==> config.mk <==
export PLATFORM = sky130hd
export DESIGN_NAME = bus_mcast_arbiter
export DESIGN_NICKNAME = d
export VERILOG_FILES = /design/src/rtl/bus_mcast_arbiter.sv
export SDC_FILE = /design/constraint.sdc
export NUM_CORES = 1
export LEC_CHECK = 0
export BUFFER_PORTS_ARGS = -buffer_cell sky130_fd_sc_hd__buf_2
export CORE_AREA = 2 2 112 114
export CTS_BUF_LIST = sky130_fd_sc_hd__clkbuf_2 sky130_fd_sc_hd__clkbuf_4 sky130_fd_sc_hd__clkbuf_8
export CTS_CLUSTER_SIZE = 10
export DETAILED_ROUTE_END_ITERATION = 8
export DIE_AREA = 0 0 114 116
export MAX_ROUTING_LAYER = met4
export PLACE_DENSITY_LB_ADDON = 0.08
export SLEW_MARGIN = 40
export SYNTH_ARGS = -nofsm -noshare
export SYNTH_HDL_FRONTEND = slang
export SYNTH_SLANG_ARGS = --single-unit
==> constraint.sdc <==
create_clock -name clk -period 2.5 [get_ports clk]
set_clock_uncertainty 0.2 [all_clocks]
set_input_delay 0.375 -clock clk [delete_from_list [all_inputs] [get_ports clk]]
set_output_delay 0.375 -clock clk [all_outputs]
set_load 0.005 [all_outputs]
==> src/rtl/bus_mcast_arbiter.sv <==
// Round-robin packet arbiter between source and sink FIFOs with
// ID-based unicast/broadcast routing, per-sink backpressure and drop counting.
module bus_mcast_arbiter #(
   parameter int                pckg_sz   = 32,
   parameter int                drvrs     = 4,
   parameter int                id_w      = 8,
   parameter logic [id_w-1:0]   broadcast = 8'hFF
) (
   input  logic                       clk,
   input  logic                       reset,
   input  logic [drvrs-1:0]           pndng,
   input  logic [drvrs*pckg_sz-1:0]   D_pop,
   output logic [drvrs-1:0]           pop,
   output logic [drvrs-1:0]           push,
   output logic [drvrs*pckg_sz-1:0]   D_push,
   input  logic [drvrs-1:0]           full,
   output logic [15:0]                drop_cnt,
   output logic                       busy
);

   localparam int GW = (drvrs > 1) ? $clog2(drvrs) : 1;
   localparam logic [drvrs-1:0] ONE = {{(drvrs-1){1'b0}}, 1'b1};

   typedef enum logic [1:0] {
      S_IDLE,
      S_POP,
      S_ROUTE,
      S_DELIVER
   } state_t;

   state_t               r_state;
   state_t               w_next;
   logic [GW-1:0]        r_g;
   logic [GW-1:0]        r_last_g;
   logic [GW-1:0]        w_grant;
   logic                 w_grant_vld;
   logic [pckg_sz-1:0]   r_pkt;
   logic [pckg_sz-1:0]   w_head;
   logic [drvrs-1:0]     r_mask;
   logic [drvrs-1:0]     w_g_oh;
   logic [drvrs-1:0]     w_uc_mask;
   logic [drvrs-1:0]     w_left;
   logic [id_w-1:0]      w_dst;
   logic                 w_is_bc;
   logic                 w_is_uc;
   logic [15:0]          r_drop;

   // Search upward from the port after the last grant, wrapping once.
   always_comb begin
      int idx;
      idx         = 0;
      w_grant     = '0;
      w_grant_vld = 1'b0;
      for (int i = 0; i < drvrs; i++) begin
         idx = int'(r_last_g) + 1 + i;
         if (idx >= drvrs)
            idx = idx - drvrs;
         if (!w_grant_vld && pndng[idx]) begin
            w_grant_vld = 1'b1;
            w_grant     = GW'(idx);
         end
      end
   end

   assign w_head    = D_pop[int'(r_g)*pckg_sz +: pckg_sz];
   assign w_dst     = r_pkt[pckg_sz-1 -: id_w];
   assign w_g_oh    = ONE << r_g;
   assign w_uc_mask = ONE << w_dst;
   assign w_is_bc   = (w_dst == broadcast);
   assign w_is_uc   = (32'(w_dst) < 32'(drvrs)) &&
                      (32'(w_dst) != 32'(r_g));
   assign w_left    = r_mask & full;

   always_ff @(posedge clk) begin
      if (!reset)
         r_state <= S_IDLE;
      else
         r_state <= w_next;
   end

   always_comb begin
      w_next = r_state;
      unique case (r_state)
         S_IDLE:
            if (|pndng)
               w_next = S_POP;
         S_POP:
            w_next = pndng[r_g] ? S_ROUTE : S_IDLE;
         S_ROUTE:
            w_next = (w_is_bc || w_is_uc) ? S_DELIVER : S_IDLE;
         S_DELIVER:
            if (w_left == '0)
               w_next = S_IDLE;
         default:
            w_next = S_IDLE;
      endcase
   end

   always_comb begin
      pop  = '0;
      push = '0;
      busy = (r_state != S_IDLE);
      unique case (r_state)
         S_POP:     pop  = pndng & w_g_oh;
         S_DELIVER: push = r_mask & ~full;
         default: ;
      endcase
   end

   // A sink that was full keeps its mask bit and is retried next cycle.
   always_ff @(posedge clk) begin
      if (!reset) begin
         r_last_g <= GW'(drvrs - 1);
         r_g      <= '0;
         r_pkt    <= '0;
         r_mask   <= '0;
         r_drop   <= '0;
      end else begin
         unique case (r_state)
            S_IDLE:
               if (w_grant_vld) begin
                  r_g      <= w_grant;
                  r_last_g <= w_grant;
               end
            S_POP:
               if (pndng[r_g])
                  r_pkt <= w_head;
            S_ROUTE:
               if (w_is_bc)
                  r_mask <= ~w_g_oh;
               else if (w_is_uc)
                  r_mask <= w_uc_mask;
               else if (r_drop != 16'hFFFF)
                  r_drop <= r_drop + 16'd1;
            S_DELIVER:
               r_mask <= w_left;
            default: ;
         endcase
      end
   end

   assign D_push   = {drvrs{r_pkt}};
   assign drop_cnt = r_drop;

endmodule

==> impl_metrics.tcl <==
set metrics [dict create \
    grt.total_usage_pct 19.3 \
    synth.most_common_cell "buf_4" \
    holdPathStages 3 \
    num_antenna_cells 0 \
    period_needed_ns 2.18 \
    drive_above_1_share_pct 56.6 \
    yosys-top-cells-area "dfxtp_1 28%, mux4_2 18%, buf_4 17%" \
    antenna_found_initial 0 \
    hold_path_end "r_mask[0]$_SDFFE_PN0P_" \
    power.leakage_nw 2.83 \
    fin_area_um2 5350 \
    synth_cells 440 \
    insertion_delay_ns 0.33 \
    fmax_ghz 0.460 \
    fin_ws_ns 0.324 \
    drt_iter0_drc 163 \
    synth_commonest_cells "96 x buf_4, 58 x dfxtp_1, 46 x nor2_1" \
    routedWlPerCell_um 16.7 \
    worstPathRequired_ns 2.56 \
    hold_viol 0 \
    rsz0062_at_grt "false" \
    cts_tree "yes" \
    grt_first_pass_wirelength_mm 19.2 \
    synth_edf_count 0 \
    path_depth 5 \
    cts-hold-fix-buffers 0 \
    rr_endpoint "r_mask[0]$_SDFFE_PN0P_" \
    die_width_um 114 \
    grt_max_degree 38 \
    max_stage_delay_ns 0.57 \
    slew_viol_final 0 \
    critPathBufInv 0 \
    place.gp.congestion 0.839 \
    ir_drop_uv 301 \
    holdWs_ns 0.180 \
    gr-total-overflow 0 \
    synth_warnings 0 \
    yosysSeqAreaShare_pct 27.6 \
    r2r_cells 5 \
    path_class "flip-flop to flip-flop" \
    grt_pass1_vias 3628 \
    status "complete, no violations" \
    place_area_um2 5120 \
    yosys.area.top_type_share_pct 27.6 \
    tightest_slew_ns 0.574 \
    firstDrtPassIters 4 \
    cts_root_buffer "clkbuf_8" \
    hpwl_mm 10.5 \
    crit_fanout 7 \
    clock_path_buffers 2 \
    cts-buffers-inserted 9 \
    drt_wl_total_mm 13.1 \
    clock-sinks 58 \
    hp-start "full[0]" \
    crit_path_end_kind "flip-flop" \
    cp.arrival_ns 2.24 \
    setup_violations 0 \
    min_period_over_period_pct 87.0 \
    syn_area_um2 4200 \
    detail-route-antenna-nets 0 \
    setup_tns_ns 0 \
    start_util_pct 35.3 \
    ys_ff_latch 58 \
    r2r_setup_slack_ns 0.32 \
    crit_path_top_delay_cell "nor4_2" \
    cts-htree-levels 3 \
    post-cts-setup-buffers 0 \
    dieHeight_um 116 \
    synthDistinctLibCells 52 \
    core_area_um2 11900 \
    hold_path.class "input port to flip-flop" \
    synth.largest_area_cell "dfxtp_1" \
    async_flop_share_pct 0 \
    drv_cap 0 \
    power_density_nw_per_um2 586 \
    syn_nets 579 \
    area_growth_pct 27.3 \
    ys.flop_type "dfxtp_1" \
    dp_slack_ns 0.346 \
    avgViaCountPerCell 4.98 \
    nets 773 \
    slew-limit-headroom_pct 61.4 \
    io_buffer_count 290 \
    r2r_start "r_pkt[31]$_SDFFE_PN0P_" \
    critPathLaunchType "flip-flop" \
    cp_top_family "compound AO/OA/AOI/OAI gates" \
    die_area_um2 13200 \
    clk_pin_slew_ns 0.06 \
    ctsResizeCount 0 \
    drc 0 \
    io_pins 291 \
    rows 40 \
    avgSynthCellArea_um2 9.55 \
    path_cells "nor4_2 -> o211ai_2 -> a21oi_1 -> nand2_1 -> o22ai_1" \
    dr_total_vias 3910 \
]
==> state kept, by name, summed over array words and instances, names as in the netlist <==
name,flops
r_pkt,32
r_g,2
drop_cnt,16
r_state,2
r_last_g,2
r_mask,4
==> cell type report <==
cell class,count,area (um2)
repair buffers,302,1570
multi-input cells,256,2180
flip-flops and latches,58,1160
fillers,1203,6560
inverters,7,26.3
well taps,147,184
clock buffers,14,193
clock inverters,1,30.0
==> cells in the final DEF (no fill, tap or decap), types with 3 or more instances in the layout <==
| cell | synthesis | final |
|---|---|---|
| and3_1 | 3 | 3 |
| nor2_1 | 46 | 46 |
| nand4_1 | 7 | 7 |
| o211ai_1 | 3 | 3 |
| dfxtp_1 | 58 | 56 |
| nor3b_1 | 4 | 4 |
| buf_4 | 96 | 10 |
| and2_1 | 4 | 4 |
| inv_1 | 7 | 6 |
| or3_1 | 7 | 7 |
| mux2i_1 | 32 | 32 |
| nand3_1 | 4 | 4 |
| nand2b_1 | 5 | 5 |
| o22ai_1 | 3 | 3 |
| clkbuf_8 | 0 | 14 |
| a31oi_1 | 3 | 3 |
| a21oi_1 | 19 | 19 |
| o31ai_1 | 4 | 4 |
| buf_2 | 7 | 290 |
| o21ai_0 | 15 | 15 |
| mux4_2 | 33 | 33 |
| or4_1 | 4 | 4 |
| nand2_1 | 20 | 19 |
| o21a_1 | 3 | 3 |
==> power breakdown <==
group | internal, W | total (W) | switching (W)
clock | 0.000592 | 0.000955 | 0.000363
sequential | 0.000996 | 0.00109 | 0.0000975
combinational | 0.000580 | 0.00109 | 0.000507
total | 0.00217 | 0.00314 | 0.000967
==> layer usage <==
layer  global-route usage, %  wire length [um]
met5                       -                 0
met1                    23.1              5480
met4                    3.66                79
met2                    33.9              6800
met3                    3.92               742
==> logic make-up (layout without fill, tap and decap cells) <==
logic type,Yosys count,in the layout,share of synthesized area (%)
AO/OA/AOI/OAI,67,67,10.6
multiplexers,65,65,25.3
buffers and inverters,126,324,20.4
AND/OR/NAND/NOR,119,119,14.5
adder cells (fa/ha/maj),1,1,0.298
flip-flops,58,58,27.6
XOR/XNOR,4,4,1.19
==> tightest hold or removal path: stages <==
cell and delay (ns):
buf_2 0.10, a31oi_1 0.08, o22ai_1 0.11
==> how the worst max path moves through the flow <==
stage | start | to | slack, ns
floorplan | r_pkt[24]$_SDFFE_PN0P_ | drop_cnt[13]$_SDFFE_PN0P_ | 0.37
global placement | r_pkt[31]$_SDFFE_PN0P_ | drop_cnt[13]$_SDFFE_PN0P_ | 0.40
detailed placement | r_pkt[31]$_SDFFE_PN0P_ | r_mask[0]$_SDFFE_PN0P_ | 0.35
CTS | r_pkt[31]$_SDFFE_PN0P_ | r_mask[0]$_SDFFE_PN0P_ | 0.33
global route | drop_cnt[11]$_SDFFE_PN0P_ | drop_cnt[7]$_SDFFE_PN0P_ | 0.17
finish | r_pkt[31]$_SDFFE_PN0P_ | r_mask[0]$_SDFFE_PN0P_ | 0.32
==> per-stage QoR <==
stage	power, W	utilization (%)	instances
5_1_grt	0.00334	44.9	785
2_1_floorplan	0.00194	-	440
3_5_place_dp	0.00221	43.0	770
3_3_place_gp	0.00221	43.0	770
4_1_cts	0.00318	44.9	785
6_report	0.00314	44.9	785
Note: power is estimated with default switching activity, not from simulation.
